===== config.mk =====
export PLATFORM = sky130hd
export DESIGN_NAME = lopd_pipe
export DESIGN_NICKNAME = d
export VERILOG_FILES = /design/src/rtl/lopd_pipe.sv
export SDC_FILE = /design/constraint.sdc
export NUM_CORES = 1
export LEC_CHECK = 0
export ABC_AREA = 1
export CAP_MARGIN = 20
export CORE_MARGIN = 4
export CORE_UTILIZATION = 50
export CTS_BUF_LIST = sky130_fd_sc_hd__clkbuf_8
export CTS_CLUSTER_SIZE = 20
export DETAILED_ROUTE_END_ITERATION = 6
export PLACE_DENSITY = 0.86
export RECOVER_POWER = 50
export SLEW_MARGIN = 20
export SYNTH_ARGS = -nofsm -noshare
export SYNTH_HDL_FRONTEND = slang
export SYNTH_SLANG_ARGS = --single-unit

===== constraint.sdc =====
create_clock -name i_clk -period 2.1 [get_ports i_clk]
set_input_delay 0.42 -clock i_clk [delete_from_list [all_inputs] [get_ports i_clk]]
set_output_delay 0.42 -clock i_clk [all_outputs]
set_load 0.05 [all_outputs]

===== src/rtl/lopd_pipe.sv =====
// Pipelined leading-one position detector (byte-grouped scan, then group select), valid/ready elastic stages.
// Optional LOPD_SHIFT_OUT_EN adds o_norm_data = i_data << o_pos_one, computed in the final stage.
module lopd_pipe #(
    parameter int SIZE_DATA  = 32,
    parameter int SIZE_POS   = $clog2(SIZE_DATA),
    parameter int SIZE_TAG   = 8,
    parameter int NUM_STAGES = 2
) (
    input  logic                 i_clk,
    input  logic                 i_rst_n,
    input  logic                 i_valid,
    output logic                 o_ready,
    input  logic [SIZE_DATA-1:0] i_data,
    input  logic [SIZE_TAG-1:0]  i_tag,
    output logic                 o_valid,
    input  logic                 i_ready,
    output logic [SIZE_POS-1:0]  o_pos_one,
    output logic                 o_zero_flag,
    output logic [SIZE_TAG-1:0]  o_tag
`ifdef LOPD_SHIFT_OUT_EN
    ,
    output logic [SIZE_DATA-1:0] o_norm_data
`endif
);
    localparam int NG = SIZE_DATA / 8;

    logic [NG-1:0][2:0]  in_lpos;
    logic [NG-1:0]       in_nz;

    logic                fd_valid;
    logic [NG-1:0][2:0]  fd_lpos;
    logic [NG-1:0]       fd_nz;
    logic [SIZE_TAG-1:0] fd_tag;
`ifdef LOPD_SHIFT_OUT_EN
    logic [SIZE_DATA-1:0] fd_data;
    logic [SIZE_DATA-1:0] out_norm;
`endif

    logic                out_valid;
    logic                out_load;
    logic [SIZE_POS-1:0] out_pos;
    logic                out_zero;
    logic [SIZE_TAG-1:0] out_tag;
    logic [SIZE_POS-1:0] sel_pos;
    logic                sel_zero;

    assign out_load = !out_valid || i_ready;

    // Group 0 is the most significant byte; local position counts from the byte's MSB.
    always_comb begin
        in_lpos = '0;
        in_nz   = '0;
        for (int g = 0; g < NG; g++) begin
            in_nz[g] = |i_data[SIZE_DATA-1-8*g -: 8];
            for (int i = 0; i < 8; i++) begin
                if (i_data[SIZE_DATA-8-8*g+i]) in_lpos[g] = 3'(7 - i);
            end
        end
    end

    generate
        if (NUM_STAGES == 2) begin : g_two
            logic                s0_valid;
            logic [NG-1:0][2:0]  s0_lpos;
            logic [NG-1:0]       s0_nz;
            logic [SIZE_TAG-1:0] s0_tag;
`ifdef LOPD_SHIFT_OUT_EN
            logic [SIZE_DATA-1:0] s0_data;
`endif
            always_ff @(posedge i_clk) begin
                if (!i_rst_n) begin
                    s0_valid <= 1'b0;
                    s0_lpos  <= '0;
                    s0_nz    <= '0;
                    s0_tag   <= '0;
`ifdef LOPD_SHIFT_OUT_EN
                    s0_data  <= '0;
`endif
                end else if (!s0_valid || out_load) begin
                    s0_valid <= i_valid;
                    if (i_valid) begin
                        s0_lpos <= in_lpos;
                        s0_nz   <= in_nz;
                        s0_tag  <= i_tag;
`ifdef LOPD_SHIFT_OUT_EN
                        s0_data <= i_data;
`endif
                    end
                end
            end

            assign o_ready  = i_rst_n && (!s0_valid || out_load);
            assign fd_valid = s0_valid;
            assign fd_lpos  = s0_lpos;
            assign fd_nz    = s0_nz;
            assign fd_tag   = s0_tag;
`ifdef LOPD_SHIFT_OUT_EN
            assign fd_data  = s0_data;
`endif
        end else begin : g_one
            assign o_ready  = i_rst_n && out_load;
            assign fd_valid = i_valid;
            assign fd_lpos  = in_lpos;
            assign fd_nz    = in_nz;
            assign fd_tag   = i_tag;
`ifdef LOPD_SHIFT_OUT_EN
            assign fd_data  = i_data;
`endif
        end
    endgenerate

    // Walk from the LSB group upward so the most significant nonzero group wins.
    always_comb begin
        sel_pos = '0;
        for (int g = NG - 1; g >= 0; g--) begin
            if (fd_nz[g]) sel_pos = SIZE_POS'(8 * g) + SIZE_POS'(fd_lpos[g]);
        end
    end

    assign sel_zero = ~|fd_nz;

    always_ff @(posedge i_clk) begin
        if (!i_rst_n) begin
            out_valid <= 1'b0;
            out_pos   <= '0;
            out_zero  <= 1'b0;
            out_tag   <= '0;
`ifdef LOPD_SHIFT_OUT_EN
            out_norm  <= '0;
`endif
        end else if (out_load) begin
            out_valid <= fd_valid;
            if (fd_valid) begin
                out_pos  <= sel_pos;
                out_zero <= sel_zero;
                out_tag  <= fd_tag;
`ifdef LOPD_SHIFT_OUT_EN
                out_norm <= fd_data << sel_pos;
`endif
            end
        end
    end

    assign o_valid     = out_valid;
    assign o_pos_one   = out_pos;
    assign o_zero_flag = out_zero;
    assign o_tag       = out_tag;
`ifdef LOPD_SHIFT_OUT_EN
    assign o_norm_data = out_norm;
`endif

endmodule


==> impl_summary.log, run 1 <==
[metrics] Achievable Freq: 534.3 MHz
[metrics] headroom to the max-slew limit: 0.6599
[metrics] DR WL/cell: 11.42 microns
[metrics] crit-path max cell delay: 0.81 ns
[metrics] Total Die Area: 0.004744 sq mm
[metrics] first-pass GRT wire length: 7376 microns
[metrics] total placed cells including tap cells: 376
[metrics] depth of the CTS H-tree: 2
[metrics] share of post-route cells with drive strength above 1: 0.04438
[metrics] unique cell type count in the Yosys netlist: 23
[metrics] worst path cell trace: clkdlybuf4s50_1
[metrics] global-route usage over all layers: 0.2064
[metrics] buffers inserted during post-CTS setup optimization: 0
[metrics] aggregate routed wire length: 4386 microns
[metrics] required time at the endpoint of the critical path: 1.68 ns
[metrics] commonest cells in the synthesized netlist: nor2_1, nand2_1, dfxtp_1
[metrics] Worst Hold Margin: 0.4690 ns
[metrics] critical path capture point type: output pin
[metrics] leak pwr: 1.147 nW
[metrics] Worst path slowest cell: clkdlybuf4s50_1
[metrics] run status: finished, final reports clean
[metrics] period utilization: 0.8913
[metrics] setup repair after global routing missed its margin: no
[metrics] floorplan die height: 68.88 microns
[metrics] number of antenna violations at the first check in global routing: 0
[metrics] Clk Latency, worst-skew pair: 0.29 ns
[metrics] detailed-route via count: 1892
[metrics] Final Hold Fails: 0
[metrics] Seq/Total Area, Yosys: 0.4321
[metrics] Yosys warnings: 0
[metrics] DRC violation total after the first TritonRoute iteration: 159
[metrics] clk buf depth: 2
[metrics] top flip-flop cell by instance count after synthesis: dfxtp_1
[metrics] effective utilization at floorplan: 0.5343
[metrics] Syn Area/Cell: 6.714 sq um
[metrics] synthesis-stage register bit count: 40
[metrics] Min Clock Period, post-route: 1.872 ns
[metrics] Area growth syn-to-layout: 38.15%
[metrics] endpoint arrival time on the critical path: 1.45 ns
[metrics] overflow left after global routing: 0
[metrics] HPWL reported at the end of detailed placement: 3345 microns
[metrics] Antenna diodes: 0
[metrics] critical path's top delay family: buffers and inverters
[metrics] I/O pins: 60
[metrics] detailed-routing iteration count for the pre-antenna-repair pass: 4
[metrics] number of nets with antenna violations after routing: 0
[metrics] aggregate negative setup slack: 0 ns
[metrics] CTS root buffer: clkbuf_8
[metrics] CP max FO: 3
[metrics] largest net degree at the start of global routing: 28
[metrics] Std-Cell Core Area: 0.003468 sq mm
[metrics] hold_buf cts: 0
[metrics] final cell count without fillers: 384
[metrics] endpoints failing setup: 0
[metrics] syn_nets: 320
[metrics] routed via count divided by cell count: 4.927
[metrics] count of final max-slew check failures: 0
[metrics] count of buffering cells on the critical path with inverters included: 1
[metrics] clock slew at reported path FFs: 0.07 ns
[metrics] most common cell in the netlist: nor2_1
[metrics] TritonCTS clock tree: built
[metrics] number of sinks driven by the clock tree: 40
[metrics] Inserted Clock Buffers: 5
[metrics] main area contributors after synthesis: dfxtp_1, nor2_1, nand2_1, o21ai_0, inv_1
[metrics] Gates resized, CTS repair: 0
[metrics] die width: 68.88 microns
[metrics] cell count after synthesis: 276
[metrics] standard-cell row count: 21
[metrics] Cell Pwr Density: 668.6 mW/mm^2
[metrics] total of max-cap violations: 0
[metrics] CP Launch Type: flip-flop
[metrics] fraction of post-synthesis cell area in the top cell type by area: 0.4321
[metrics] critical path class: reg2out
[metrics] fraction of registers with async set/reset: 0
[metrics] Slew @ Worst Pin: 0.5085 ns
[metrics] Total Nets Final: 381
[metrics] routability congestion estimate from global placement: 0.8261
[metrics] clock tree skew after final layout: 0.003031 ns
[metrics] worst voltage drop across the vdd grid: 0.3962 mV
[metrics] DRC errors left: 0
[metrics] number of buffer cells added on primary ports: 59
[metrics] vias in the first global route: 1714
[metrics] class of the tightest hold or removal check: reg2reg
[metrics] Syn Std Cell Area: 0.001853 sq mm
[metrics] count of flip-flops with a built-in enable after synthesis: 0
[metrics] Yosys top cell by area: dfxtp_1
state kept, by name (all words and copies together) (netlist names):
signal       cells
fd_lpos         12
o_valid          1
fd_nz            4
o_pos_one        5
o_zero_flag      1
fd_tag           8
fd_valid         1
o_tag            8
power breakdown:
group,total (W),internal (W),switching [W]
combinational,0.000371,0.000164,0.000207
sequential,0.000838,0.000806,0.0000314
clock,0.000503,0.000258,0.000245
total,0.00171,0.00123,0.000483
layout make-up:
class	count	area, sq um
fill	286	908.4
timing repair buffer	62	619.3
sequential	40	800.8
tap	46	57.56
inverter	37	138.9
clock inverter	2	7.507
multi-input combinational	191	853.3
clock buffer	6	82.58
final timing paths:
| check | slack (ns) | cells after the start | endpoint | startpoint |
|---|---|---|---|---|
| max reg2reg | 0.55 | 5 | fd_nz[1]$_SDFFE_PN0P_ | o_valid$_SDFFE_PN0P_ |
| min | 0.47 | 2 | fd_lpos[10]$_SDFFE_PN0P_ | fd_lpos[10]$_SDFFE_PN0P_ |
| max | 0.23 | 1 | o_valid | o_valid$_SDFFE_PN0P_ |
| min reg2reg | 0.47 | 2 | fd_lpos[10]$_SDFFE_PN0P_ | fd_lpos[10]$_SDFFE_PN0P_ |
routing by layer:
| metal | vias to the layer above | GRT usage | part of all wire |
|---|---|---|---|
| li1 | 1001 | - | - |
| met1 | 830 | 0.2655 | 0.45 |
| met2 | 52 | 0.3417 | 0.48 |
| met3 | 9 | 0.02917 | 0.046 |
| met4 | 0 | 0.09246 | 0.019 |
| met5 | - | 0 | 0 |
cell families after synthesis:
family | after synthesis | synth area share
AND/OR/NAND/NOR | 135 | 0.3005
buffers and inverters | 45 | 0.1047
AO/OA/AOI/OAI | 56 | 0.1627
flip-flops | 40 | 0.4321
per-stage QoR:
step | total power [W] | utilization | area [sq um] | worst slack, ns
final | 0.001712 | 0.7381 | 2560 | 0.2283
after CTS | 0.001720 | 0.7406 | 2569 | 0.2063
after floorplan | 0.001064 | - | 1853 | 0.5619
after detailed placement | 0.001226 | 0.7146 | 2479 | 0.2212
after global placement | 0.001216 | 0.7146 | 2479 | 0.2942
after global routing | 0.001788 | 0.7381 | 2560 | 0.09151
layout by cell type (no fill, tap or decap):
master            n
buf_4             2
clkinv_1          1
o211ai_1          3
or2_2             3
nand2_4           1
dlygate4sd3_1     1
dfxtp_1          40
clkbuf_8          6
clkdlybuf4s50_1  57
nand3_1          18
a21oi_1          19
clkbuf_1          1
nand2_1          53
buf_12            1
nor3_1            4
nor2_1           55
o21ai_0          29
nand2_2           1
a211oi_2          1
a31oi_1           3
inv_1            38
a22oi_1           1
(Power assumes the default switching activity.)
==> run 2, diff against run 1 <==
REMOVE_ABC_BUFFERS = 1   (was unset)
==> impl_summary.log, run 2 (synthesized netlist as in run 1, its figures left out) <==
[metrics] endpoint arrival time on the critical path: 1.49 ns (+0.04 ns)
[metrics] clock tree skew after final layout: 0.007665 ns (+0.004634 ns)
[metrics] first-pass GRT wire length: 6803 microns (-7.8%)
[metrics] period utilization: 0.9092 (+0.01788)
[metrics] Gates resized, CTS repair: 0 (unchanged)
[metrics] routed via count divided by cell count: 4.865 (-1.3%)
[metrics] Cell Pwr Density: 713.8 mW/mm^2 (+6.8%)
[metrics] clock slew at reported path FFs: 0.08 ns (about the same)
[metrics] Min Clock Period, post-route: 1.909 ns (+0.03754 ns)
[metrics] filler cell count in the final layout: 296 (+3.5%)
[metrics] worst min-delay path endpoint: fd_lpos[9]$_SDFFE_PN0P_
[metrics] final design area excluding fillers: 0.002590 sq mm (+1.2%)
[metrics] Final Hold Fails: 0 (unchanged)
[metrics] headroom to the max-slew limit: 0.6478 (-0.01210)
[metrics] Clk Latency, worst-skew pair: 0.30 ns (about the same)
[metrics] Inserted Clock Buffers: 5 (unchanged)
[metrics] clk buf depth: 2 (unchanged)
[metrics] class of the tightest hold or removal check: reg2reg
[metrics] run status: finished, final reports clean
[metrics] leak pwr: 1.150 nW (+0.29%)
[metrics] Antenna diodes: 0 (unchanged)
[metrics] beginning of the worst register-to-register path: o_valid$_SDFFE_PN0P_
[metrics] Slew @ Worst Pin: 0.5277 ns (+0.01916 ns)
[metrics] commonest cells after routing, fill and taps aside: clkdlybuf4s50_1, nor2_1, nand2_1
[metrics] HPWL reported at the end of detailed placement: 3251 microns (-2.8%)
[metrics] DRC errors left: 0 (unchanged)
[metrics] effective utilization at floorplan: 0.5343 (unchanged)
[metrics] die width: 68.88 microns (unchanged)
[metrics] Hold Crit Start: fd_lpos[9]$_SDFFE_PN0P_
[metrics] I/O pins: 60 (unchanged)
[metrics] TritonCTS clock tree: built
[metrics] number of buffer cells added on primary ports: 59 (unchanged)
[metrics] reg2reg end: o_pos_one[1]$_SDFFE_PN0P_
[metrics] CTS root buffer: clkbuf_8
[metrics] vias in the first global route: 1698 (-0.93%)
[metrics] Std-Cell Core Area: 0.003468 sq mm (unchanged)
[metrics] setup repair after global routing missed its margin: no
[metrics] Area after DPL: 0.002494 sq mm (+0.61%)
[metrics] cell count of the worst reg-to-reg path: 5 (unchanged)
[metrics] most frequent standard cell in the layout excluding fill and tap cells: clkdlybuf4s50_1
[metrics] aggregate routed wire length: 4215 microns (-3.9%)
[metrics] buffers inserted during post-CTS setup optimization: 0 (unchanged)
[metrics] Total Nets Final: 383 (+0.52%)
[metrics] routability congestion estimate from global placement: 0.8196 (-0.79%)
[metrics] number of flip-flops in the largest register: 12 (unchanged)
[metrics] Area growth syn-to-layout: 39.77%
[metrics] largest net degree at the start of global routing: 21 (-25%)
[metrics] hold_buf cts: 0 (unchanged)
[metrics] detailed-routing iteration count for the pre-antenna-repair pass: 4 (unchanged)
[metrics] worst voltage drop across the vdd grid: 0.3730 mV (-5.9%)
[metrics] CP Launch Type: input pin
[metrics] standard-cell row count: 21 (unchanged)
[metrics] overflow left after global routing: 0 (unchanged)
[metrics] required time at the endpoint of the critical path: 1.68 ns (about the same)
[metrics] Worst Hold Path Cells: 2 (unchanged)
[metrics] depth of the CTS H-tree: 2 (unchanged)
[metrics] count of final max-slew check failures: 0 (unchanged)
[metrics] critical path capture point type: output pin
[metrics] number of sinks driven by the clock tree: 40 (unchanged)
[metrics] DR WL/cell: 10.92 microns (-4.4%)
[metrics] critical path class: in2out
[metrics] Achievable Freq: 523.8 MHz (-2.0%)
[metrics] Total Die Area: 0.004744 sq mm (unchanged)
[metrics] share of post-route cells with drive strength above 1: 0.04706 (+0.002680)
[metrics] detailed-route via count: 1878 (-0.74%)
[metrics] floorplan die height: 68.88 microns (unchanged)
[metrics] total of max-cap violations: 0 (unchanged)
[metrics] DRC violation total after the first TritonRoute iteration: 94 (-41%)
[metrics] global-route usage over all layers: 0.1915 (-0.01493)
[metrics] CP max FO: 3 (unchanged)
[metrics] endpoints failing setup: 0 (unchanged)
[metrics] aggregate negative setup slack: 0 ns (unchanged)
[metrics] setup slack, reg-to-reg: 0.58 ns (+0.03 ns)
[metrics] number of nets with antenna violations after routing: 0 (unchanged)
[metrics] number of antenna violations at the first check in global routing: 0 (unchanged)
==> run 2: cell types whose count changed in the layout (fill, tap and decap cells not counted) <==
cell and delta:
bufinv_16 +1, clkbuf_1 +2, clkbuf_8 -1, clkdlybuf4s50_1 -1, clkinvlp_4 +1, dlygate4sd3_1 +1, inv_1 -2, inv_6 +1
nand2_1 +1, nand2_2 -1
==> run 2: area by class of cell <==
type                            count  area, sq um  share of cell area
Multi-Input combinational cell    191        850.8              0.3285
Sequential cell                    40        800.8              0.3092
Timing Repair Buffer               64        626.9              0.2420
Inverter                           37        138.9             0.05362
Clock buffer                        5        68.82             0.02657
Tap cell                           46        57.56             0.02222
Clock inverter                      3        46.29             0.01787
==> run 2: worst max-delay path: stages <==
cell and delay, ns:
dlygate4sd3_1 0.53, inv_1 0.07, nand3_1 0.16, nand2_1 0.10, inv_1 0.07, buf_12 0.15
==> run 2: power by group <==
part / internal (W) / leakage (nW) / switching (W)
combinational: 0.000164 / 0.766 / 0.000203
sequential: 0.000806 / 0.330 / 0.0000314
clock: 0.000358 / 0.0548 / 0.000286
total: 0.00133 / 1.15 / 0.000521
==> run 2: routing by layer <==
metal | track usage | vias to the layer above | part of all wire
li1 | - | 1003 | -
met1 | 0.2146 | 823 | 0.44
met2 | 0.3405 | 43 | 0.49
met3 | 0.05673 | 9 | 0.056
met4 | 0.07056 | 0 | 0.016
met5 | 0 | - | 0
==> run 2: through the flow <==
stage / instances / hold WS (ns) / power (W) / setup slack (ns) / utilization
final: 386 / 0.4715 / 0.001849 / 0.1908 / 0.7468
after global routing: 386 / 0.4953 / 0.001930 / 0.09904 / 0.7468
after CTS: 386 / 0.4669 / 0.001860 / 0.1875 / 0.7522
after detailed placement: 378 / 0.4549 / 0.001226 / 0.2624 / 0.7190
after global placement: 378 / 0.4530 / 0.001217 / 0.3232 / 0.7190
after floorplan: 268 / 0.4453 / 0.001051 / 0.5619 / -
==> run 2: how the worst max path moves through the flow <==
| stage | from | endpoint | slack (ns) |
|---|---|---|---|
| final | i_ready | o_ready | 0.19 |
| after CTS | o_valid$_SDFFE_PN0P_ | o_valid | 0.19 |
| after detailed placement | i_ready | o_pos_one[1]$_SDFFE_PN0P_ | 0.26 |
| after global routing | i_ready | o_pos_one[2]$_SDFFE_PN0P_ | 0.1 |
| after global placement | i_rst_n | o_ready | 0.32 |
| after floorplan | o_valid$_SDFFE_PN0P_ | o_ready | 0.56 |
